===== src/rtl/pixel_coord_gen_pkg.sv =====
// rtl/pixel_coord_gen_pkg.sv - shared geometry defaults and frame-tracking state encoding
package pixel_coord_gen_pkg;

    localparam int H_ACTIVE_DEF = 1024;
    localparam int V_ACTIVE_DEF = 768;
    localparam int COORD_W_DEF  = 11;
    localparam int RGB565_W     = 16;

    typedef enum logic [1:0] {
        SYNC_WAIT  = 2'd0,
        FRAME_IDLE = 2'd1,
        LINE       = 2'd2
    } pcg_state_t;

    function automatic logic in_window(input int x, input int y, input int h, input int v);
        return (x < h) && (y < v);
    endfunction

endpackage


===== src/rtl/pixel_coord_gen.sv =====
// rtl/pixel_coord_gen.sv - pixel coordinate tagging and frame geometry tracking for the camera stream
module pixel_coord_gen
    import pixel_coord_gen_pkg::*;
#(
    parameter int H_ACTIVE = H_ACTIVE_DEF,
    parameter int V_ACTIVE = V_ACTIVE_DEF,
    parameter int COORD_W  = COORD_W_DEF,
    parameter int DATA_W   = RGB565_W
) (
    input  logic               pixel_clk,
    input  logic               rst_n,
    input  logic               vsync_in,
    input  logic               de_in,
    input  logic               pixel_valid_in,
    input  logic [DATA_W-1:0]  pixel_in,
    output logic [DATA_W-1:0]  pixel_out,
    output logic               pixel_valid_out,
    output logic [COORD_W-1:0] pixel_x,
    output logic [COORD_W-1:0] pixel_y,
    output logic               frame_start,
    output logic               frame_done,
    output logic [COORD_W-1:0] frame_w_meas,
    output logic [COORD_W-1:0] frame_h_meas,
    output logic               geom_err
);

    localparam logic [COORD_W-1:0] CNT_MAX = {COORD_W{1'b1}};
    localparam logic [COORD_W-1:0] H_CMP   = COORD_W'(H_ACTIVE);
    localparam logic [COORD_W-1:0] V_CMP   = COORD_W'(V_ACTIVE);

    pcg_state_t         state, state_nxt;
    logic               vsync_d, de_d;
    logic               vs_rise, de_rise, de_fall;
    logic [COORD_W-1:0] x_cnt, y_cnt, x_pos;
    logic               line_start, line_end, frame_close, px_take, px_emit;

    assign vs_rise = vsync_in & ~vsync_d;
    assign de_rise = de_in & ~de_d;
    assign de_fall = ~de_in & de_d;

    always_ff @(posedge pixel_clk or negedge rst_n) begin
        if (!rst_n) begin
            state <= SYNC_WAIT;
        end else begin
            state <= state_nxt;
        end
    end

    // vsync always wins over line activity on the same cycle
    always_comb begin
        state_nxt   = state;
        line_start  = 1'b0;
        line_end    = 1'b0;
        frame_close = 1'b0;
        px_take     = 1'b0;
        case (state)
            SYNC_WAIT: begin
                if (vs_rise) begin
                    state_nxt = FRAME_IDLE;
                end
            end
            FRAME_IDLE: begin
                if (vs_rise) begin
                    frame_close = 1'b1;
                end else if (de_rise) begin
                    line_start = 1'b1;
                    px_take    = pixel_valid_in;
                    state_nxt  = LINE;
                end
            end
            LINE: begin
                if (vs_rise) begin
                    frame_close = 1'b1;
                    state_nxt   = FRAME_IDLE;
                end else if (de_fall) begin
                    line_end  = 1'b1;
                    state_nxt = FRAME_IDLE;
                end else begin
                    px_take = pixel_valid_in & de_in;
                end
            end
            default: begin
                state_nxt = SYNC_WAIT;
            end
        endcase
        x_pos   = line_start ? '0 : x_cnt;
        px_emit = px_take && in_window(int'(x_pos), int'(y_cnt), H_ACTIVE, V_ACTIVE);
    end

    always_ff @(posedge pixel_clk or negedge rst_n) begin
        if (!rst_n) begin
            vsync_d         <= 1'b0;
            de_d            <= 1'b0;
            x_cnt           <= '0;
            y_cnt           <= '0;
            pixel_out       <= '0;
            pixel_valid_out <= 1'b0;
            pixel_x         <= '0;
            pixel_y         <= '0;
            frame_start     <= 1'b0;
            frame_done      <= 1'b0;
            frame_w_meas    <= '0;
            frame_h_meas    <= '0;
            geom_err        <= 1'b0;
        end else begin
            vsync_d         <= vsync_in;
            de_d            <= de_in;
            pixel_valid_out <= px_emit;
            frame_start     <= px_emit && (x_pos == '0) && (y_cnt == '0);
            frame_done      <= frame_close;
            geom_err        <= geom_err
                             | (frame_close && (y_cnt != V_CMP))
                             | (line_end && (x_cnt != H_CMP));
            if (px_emit) begin
                pixel_out <= pixel_in;
                pixel_x   <= x_pos;
                pixel_y   <= y_cnt;
            end
            // counters keep running past the active window so measurements see the true size
            if (frame_close) begin
                frame_h_meas <= y_cnt;
                x_cnt        <= '0;
                y_cnt        <= '0;
            end else if (line_start) begin
                x_cnt <= px_take ? COORD_W'(1) : '0;
            end else if (line_end) begin
                frame_w_meas <= x_cnt;
                y_cnt        <= (y_cnt == CNT_MAX) ? y_cnt : y_cnt + 1'b1;
            end else if (px_take) begin
                x_cnt <= (x_cnt == CNT_MAX) ? x_cnt : x_cnt + 1'b1;
            end
        end
    end

endmodule


===== config.mk =====
export PLATFORM = sky130hd
export DESIGN_NAME = pixel_coord_gen
export DESIGN_NICKNAME = d
export VERILOG_FILES = /design/src/rtl/pixel_coord_gen_pkg.sv /design/src/rtl/pixel_coord_gen.sv
export SDC_FILE = /design/constraint.sdc
export NUM_CORES = 1
export LEC_CHECK = 0
export ABC_AREA = 1
export CAP_MARGIN = 20
export CORE_UTILIZATION = 47
export DETAILED_ROUTE_END_ITERATION = 7
export PLACE_DENSITY = 0.72
export SETUP_SLACK_MARGIN = 0.3
export SLEW_MARGIN = 10
export SYNTH_ARGS = -nofsm -noshare
export SYNTH_HDL_FRONTEND = slang
export SYNTH_SLANG_ARGS = --single-unit

===== constraint.sdc =====
create_clock -name pixel_clk -period 4.65 [get_ports pixel_clk]
set_clock_uncertainty 0.15 [all_clocks]
set_input_delay 1.395 -clock pixel_clk [delete_from_list [all_inputs] [get_ports pixel_clk]]
set_output_delay 1.395 -clock pixel_clk [all_outputs]
set_load 0.01 [all_outputs]

==> metrics.cfg, run 1 <==
[die]
placement_rows = 33
die-area_sq_um = 9120
initial_utilization_pct = 49.26
boundaryPins = 85
die_w_um = 95.50
placeableCoreArea_sq_um = 8341
die_y_um = 95.50

[placement]
port-buffer-count = 84
finalWeightedCongestion = 0.8951
place_inst = 662
post-dp-hpwl_um = 6675

[setup_path]
reg2regPathDepth = 9
worst_r2r_endpoint = x_cnt[0]$_DFFE_PN0P_
critical_path.cell_chain = clkdlybuf4s50_1 -> inv_2 -> nor2_4 -> nand3_4 -> nand2_2 -> nand2_2 -> inv_2 -> nand2_2 -> buf_4 -> nand2_1 -> o21ai_1
critical_path_start_end_classification = primary input to register
buffer_and_inverter_count_on_the_worst_path = 4
delay_of_the_slowest_cell_on_the_worst_path_ps = 530
crit_path_max_fanout = 32
crit_family = buffers and inverters
setup.worst_path.end = pixel_x[5]$_DFFE_PN0P_
cpMaxStageDelayCell = clkdlybuf4s50_1
cp.arrival_ps = 3480
cp.required_ps = 4740
crit_top_cell = nand2_2
setup.worst_path.end_class = register
critPathLaunchType = primary input
reg2reg_slack_ps = 2200
critPathLaunch = de_in
timing.critical_path.depth = 11
rr_startpoint = state[0]$_DFFE_PN0P_

[finish]
ff_latch_area_sq_um = 2252
final_core_util_pct = 62.68
n_antenna_cell = 0
layout_commonest_cell = nand2_1
most_frequent_cells_in_the_layout = 180 x nand2_1, 90 x dfrtp_1, 83 x clkdlybuf4s50_1
final_layout_size_suffix_gt1_share_pct = 8.202
fill_cells = 735
area_of_the_multi_input_gates_sq_um = 1602
layout.cells.non_filler = 678
final_net_count = 597
areaGrowthSynthToFinish_pct = 27.22

[drt]
antenna_violating_nets_post_route = 0
wl_um = 9389
drt_pre_antenna_iters = 4
drc_errors = 0
met3_length_um = 558
detail_route.wl_per_cell_um = 13.85
topRoutingLayerUsed = met4
routed_via_density = 5.059
initialDrtViolationCount = 159
route.layer.met1.wl_um = 4158
route.met2.wl_um = 4482
total_via_count_in_the_routed_design = 3430

[sta]
fin_hold_ws_ps = 337.7
final_min_period_over_clock_period_pct = 72.87
rsz0062_at_grt = no
fin_setup_tns_ps = 0
post-route-min-period_ps = 3389
setup_violations = 0
slew_violations = 0
timing.slew.headroom_pct = 58.06
hold_violations_final = 0
worst_slew_pin_slew_ps = 626.9
max_clk_rate_mhz = 295.1

[pwr]
cellLeakagePower_nw = 2.458
total_power_mw = 2.500
p_per_area_nw_per_um2 = 478.2
irDropWorstVdd_mv = 0.2839

[global_route]
grt.overflow.total = 0
vias_in_the_first_global_route = 3197
initial_antenna_violation_count = 0
grt_pass1_wl_um = 15260
grtUsageTotal_pct = 22.19
grt_max_degree = 42

[cts]
postCtsSetupRepairBufs = 0
worst_skew_pair.late_latency_ps = 360
clk_transition_reported_paths_ps = 100
cts_buffers = 9
cts.htree.levels = 3
cts.sink_count = 90
tritoncts_clock_tree = built
max-clock-path-buffers = 2
cts.repair.resized = 0
cts_hold_buffers = 0
root_buffer = clkbuf_8

[logic_synthesis]
syn_avg_cell_area_sq_um = 8.507
ys_seq_elements = 90
mapped_area_sq_um = 4109
yosys.area.top_type_share_pct = 54.81
yosys.area.top_type = dfrtp_1
synthCells = 483
syn-num-nets = 512
synthFlopType = dfrtp_1
synth.distinct_cells = 28
seq_area_frac_synth_pct = 54.81
synthesis.yosys.warnings = 0
synth_enable_flop_cells = 0
async_reset_ff_share_pct = 100.0
netlist_top_cells_area = dfrtp_1 55%, nand2_1 16%, o21ai_0 4.0%

[job]
timing.max_cap.violations = 0

[min_path]
tightest_hold_check_type = register to register

[outcome]
outcome = complete, no violations

synthesized netlist by cell type, types with 2 or more instances:
cell type,n
nand2_1,180
dfrtp_1,90
inv_1,37
o21ai_0,33
nor2_1,30
nand3_1,29
o21ai_1,14
o21ai_2,10
ha_1,8
nand2_2,7
buf_6,6
inv_2,5
nand4_1,5
xor2_1,5
a21oi_1,4
buf_2,3
clkbuf_1,3
nor3_1,3
o22ai_1,2
metal layers:
metal,up-vias,global-route usage [%]
met2,118,35.24
met5,-,0
met1,1588,30.28
met4,0,9.701
met3,15,3.190
li1,1709,-
state kept, by name (all words and copies together), names as in the netlist, 2 cells and up:
register / flops
frame_w_meas: 11
frame_h_meas: 11
pixel_x: 11
pixel_out: 16
x_cnt: 11
pixel_y: 11
y_cnt: 11
state: 2
tightest hold or removal path, delay by kind of cell (launching register included):
family        cells  cell delay (ps)
simple gates      2              110
flops             1              350
cell type report:
cell class                      count  share of cell area [%]
Timing Repair Buffer               87                   16.47
Inverter                           42                   3.016
Sequential cell                    90                   43.08
Clock buffer                        9                   2.370
Clock inverter                      7                   1.915
Multi-Input combinational cell    338                   30.64
Tap cell                          105                   2.513
worst min path at each step:
| stage | depth (start not counted) | start | endpoint | slack, ps |
|---|---|---|---|---|
| after global placement | 2 | pixel_out[8]$_DFFE_PN0P_ | pixel_out[8]$_DFFE_PN0P_ | 310 |
| after floorplan | 2 | y_cnt[10]$_DFFE_PN0P_ | y_cnt[10]$_DFFE_PN0P_ | 300 |
| after detailed placement | 2 | pixel_out[0]$_DFFE_PN0P_ | pixel_out[0]$_DFFE_PN0P_ | 320 |
| after CTS | 2 | pixel_out[0]$_DFFE_PN0P_ | pixel_out[0]$_DFFE_PN0P_ | 340 |
| final | 2 | pixel_out[9]$_DFFE_PN0P_ | pixel_out[9]$_DFFE_PN0P_ | 340 |
| after global routing | 2 | pixel_out[11]$_DFFE_PN0P_ | pixel_out[11]$_DFFE_PN0P_ | 360 |
logic make-up (layout without fill, tap and decap cells):
family,count (synthesis),count (layout),synth area share (%)
compound gates,66,66,9.227
xor+xnor,6,6,1.279
fa+ha+maj,8,8,2.436
buf+inv,55,145,6.212
flops,90,90,54.81
simple gates,258,258,26.04
stage by stage:
step           setup WS, ps  area (sq um)
6_report               1261          5228
3_3_place_gp          963.8          5004
3_5_place_dp          864.0          5004
4_1_cts                1274          5228
5_1_grt                1075          5228
2_1_floorplan          2114          4109
report_power, final:
| part | switching, mW | leakage, nW | total, mW | internal, mW |
|---|---|---|---|---|
| combinational | 0.428 | 1.13 | 0.822 | 0.394 |
| clock | 0.295 | 0.114 | 0.602 | 0.308 |
| sequential | 0.125 | 1.21 | 1.07 | 0.950 |
(Power assumes the default switching activity.)
==> run 2: changes to the inputs <==
--- a/config.mk
+++ b/config.mk
@@ -7,9 +7,9 @@
 export LEC_CHECK = 0
 export ABC_AREA = 1
 export CAP_MARGIN = 20
-export CORE_UTILIZATION = 47
+export CORE_UTILIZATION = 46
 export DETAILED_ROUTE_END_ITERATION = 7
-export PLACE_DENSITY = 0.72
+export PLACE_DENSITY = 0.74
 export SETUP_SLACK_MARGIN = 0.3
 export SLEW_MARGIN = 10
 export SYNTH_ARGS = -nofsm -noshare
==> constraint.sdc (replaced) <==
create_clock -name pixel_clk -period 2.8 [get_ports pixel_clk]
set_clock_uncertainty 0.15 [all_clocks]
set_input_delay 0.84 -clock pixel_clk [delete_from_list [all_inputs] [get_ports pixel_clk]]
set_output_delay 0.84 -clock pixel_clk [all_outputs]
set_load 0.01 [all_outputs]
==> metrics.cfg, run 2 (synthesized netlist as in run 1, its figures left out) <==
[sta]
rsz0062_at_grt = no
max_clk_rate_mhz = 424.0
timing.slew.headroom_pct = 61.00
setup_violations = 0
worst_slew_pin_slew_ps = 585.1
fin_setup_tns_ps = 0
final_min_period_over_clock_period_pct = 84.24
hold_violations_final = 0
post-route-min-period_ps = 2359
slew_violations = 0

[pwr]
pwr-share-seq_pct = 44.9
cellLeakagePower_nw = 2.479
power_switching_mw = 1.371
irDropWorstVdd_mv = 0.3114
p_int_mw = 2.587
p_comb_share_pct = 35.1
share_of_total_power_in_the_clock_network_pct = 20.0
p_per_area_nw_per_um2 = 751.0
power.share.switching_pct = 34.64

[placement]
placed_cell_area_sq_um = 5100
port-buffer-count = 84
finalWeightedCongestion = 0.8628
post-dp-hpwl_um = 6793

[cts]
cts.repair.resized = 0
cts.sink_count = 90
tritoncts_clock_tree = built
clk_transition_reported_paths_ps = 90
root_buffer = clkbuf_8
max-clock-path-buffers = 2
cts_hold_buffers = 0
cts_buffers = 9
cts.htree.levels = 3
postCtsSetupRepairBufs = 0
worst_skew_pair.late_latency_ps = 360

[finish]
areaGrowthSynthToFinish_pct = 28.26
largest_register_ff_count = 16
post-route-cell-area_sq_um = 5270
register_ranked_first_by_flip_flop_count = pixel_out
ff_latch_area_sq_um = 2252
final_net_count = 606
final_layout_size_suffix_gt1_share_pct = 9.450
area_of_the_multi_input_gates_sq_um = 1602
most_frequent_cells_in_the_layout = 180 x nand2_1, 90 x dfrtp_1, 83 x clkdlybuf4s50_1
fill_cells = 791
layout_commonest_cell = nand2_1
n_antenna_cell = 0

[drt]
wl_um = 9084
antenna_violating_nets_post_route = 0
total_via_count_in_the_routed_design = 3451
initialDrtViolationCount = 194
drt_pre_antenna_iters = 5
drc_errors = 0
routed_via_density = 5.001
detail_route.wl_per_cell_um = 13.17

[setup_path]
cp.arrival_ps = 2460
crit_family = buffers and inverters
crit_top_cell = nand2_1
critPathLaunchType = primary input
cp.required_ps = 2900
crit_path_max_fanout = 15
critical_path.cell_chain = clkdlybuf4s50_1 -> inv_2 -> nor2_4 -> nand3_4 -> buf_4 -> nand2_1 -> inv_2 -> nand2_1 -> nand2_2 -> nand2_1 -> nand2_1
critical_path_start_end_classification = primary input to register
delay_of_the_slowest_cell_on_the_worst_path_ps = 510
setup.worst_path.end_class = register
buffer_and_inverter_count_on_the_worst_path = 4
cpMaxStageDelayCell = clkdlybuf4s50_1

[die]
boundaryPins = 85
initial_utilization_pct = 47.35
die_w_um = 96.51
placement_rows = 34
placeableCoreArea_sq_um = 8678
die_y_um = 96.51
die-area_sq_um = 9314

[global_route]
grt_max_degree = 46
initial_antenna_violation_count = 0
grt.overflow.total = 0
vias_in_the_first_global_route = 3378
grt_pass1_wl_um = 15090
grtUsageTotal_pct = 21.16

[outcome]
outcome = complete, no violations

[job]
timing.max_cap.violations = 0

[min_path]
tightest_hold_check_type = primary input to asynchronous set/reset pin

run 2: cell count changes in the layout (fill, tap and decap cells not counted), moves of 2 or more:
cell / previous run / this run
buf_12: 0 / 2
bufinv_16: 2 / 0
clkinvlp_4: 0 / 2
buf_4: 4 / 11
run 2: final timing paths:
check	from	to	slack (ps)	depth (start not counted)
setup / recovery	de_in	x_cnt[7]$_DFFE_PN0P_	440	11
hold / removal	rst_n	state[0]$_DFFE_PN0P_	320	1
setup reg to reg	state[1]$_DFFE_PN0P_	x_cnt[7]$_DFFE_PN0P_	830	10
hold reg to reg	pixel_out[4]$_DFFE_PN0P_	pixel_out[4]$_DFFE_PN0P_	340	2
max in group asynchronous	rst_n	pixel_y[6]$_DFFE_PN0P_	1500	2
min in group pixel_clk	pixel_out[4]$_DFFE_PN0P_	pixel_out[4]$_DFFE_PN0P_	340	2
run 2: final cells by class:
| type | count | share of cell area, % |
|---|---|---|
| clock buffer | 10 | 2.422 |
| clock inverter | 6 | 0.8072 |
| inverter | 42 | 2.991 |
| multi-input combinational | 338 | 30.39 |
| sequential | 90 | 42.74 |
| tap | 108 | 2.564 |
| timing repair buffer | 96 | 18.09 |
run 2: layer usage:
layer | global-route usage (%) | wire length [um] | vias up
met5 | 0 | 0 | -
met4 | 7.966 | 178 | 0
met3 | 4.147 | 500 | 16
met2 | 36.03 | 4391 | 118
met1 | 26.63 | 4015 | 1605
li1 | - | - | 1712
run 2: worst reg2reg max path: cells and delay by family, from the launching register on:
kind | cells | cell delay (ps)
buffers and inverters | 3 | 390
adders and majority gates | 1 | 240
DFF | 1 | 410
and+or+nand+nor | 6 | 680
run 2: stage by stage:
stage,util (%),hold slack [ps],total power [mW],worst slack (ps),cells
detailed placement,58.77,317.7,3.205,65.89,674
finish,60.73,317.0,3.958,441.3,690
floorplan,-,299.5,2.486,819.4,483
global placement,58.77,315.7,3.160,90.09,674
global route,60.73,365.3,4.242,315.0,690
CTS,60.73,340.4,3.999,437.3,690
run 2: power groups by stage:
stage / Clock [mW] / Combinational (mW) / Sequential (mW)
after global placement: 0 / 1.37 / 1.79
after CTS: 0.813 / 1.41 / 1.78
after detailed placement: 0 / 1.41 / 1.80
final: 0.791 / 1.39 / 1.78
after global routing: 0.859 / 1.57 / 1.81
after floorplan: 0 / 0.608 / 1.88
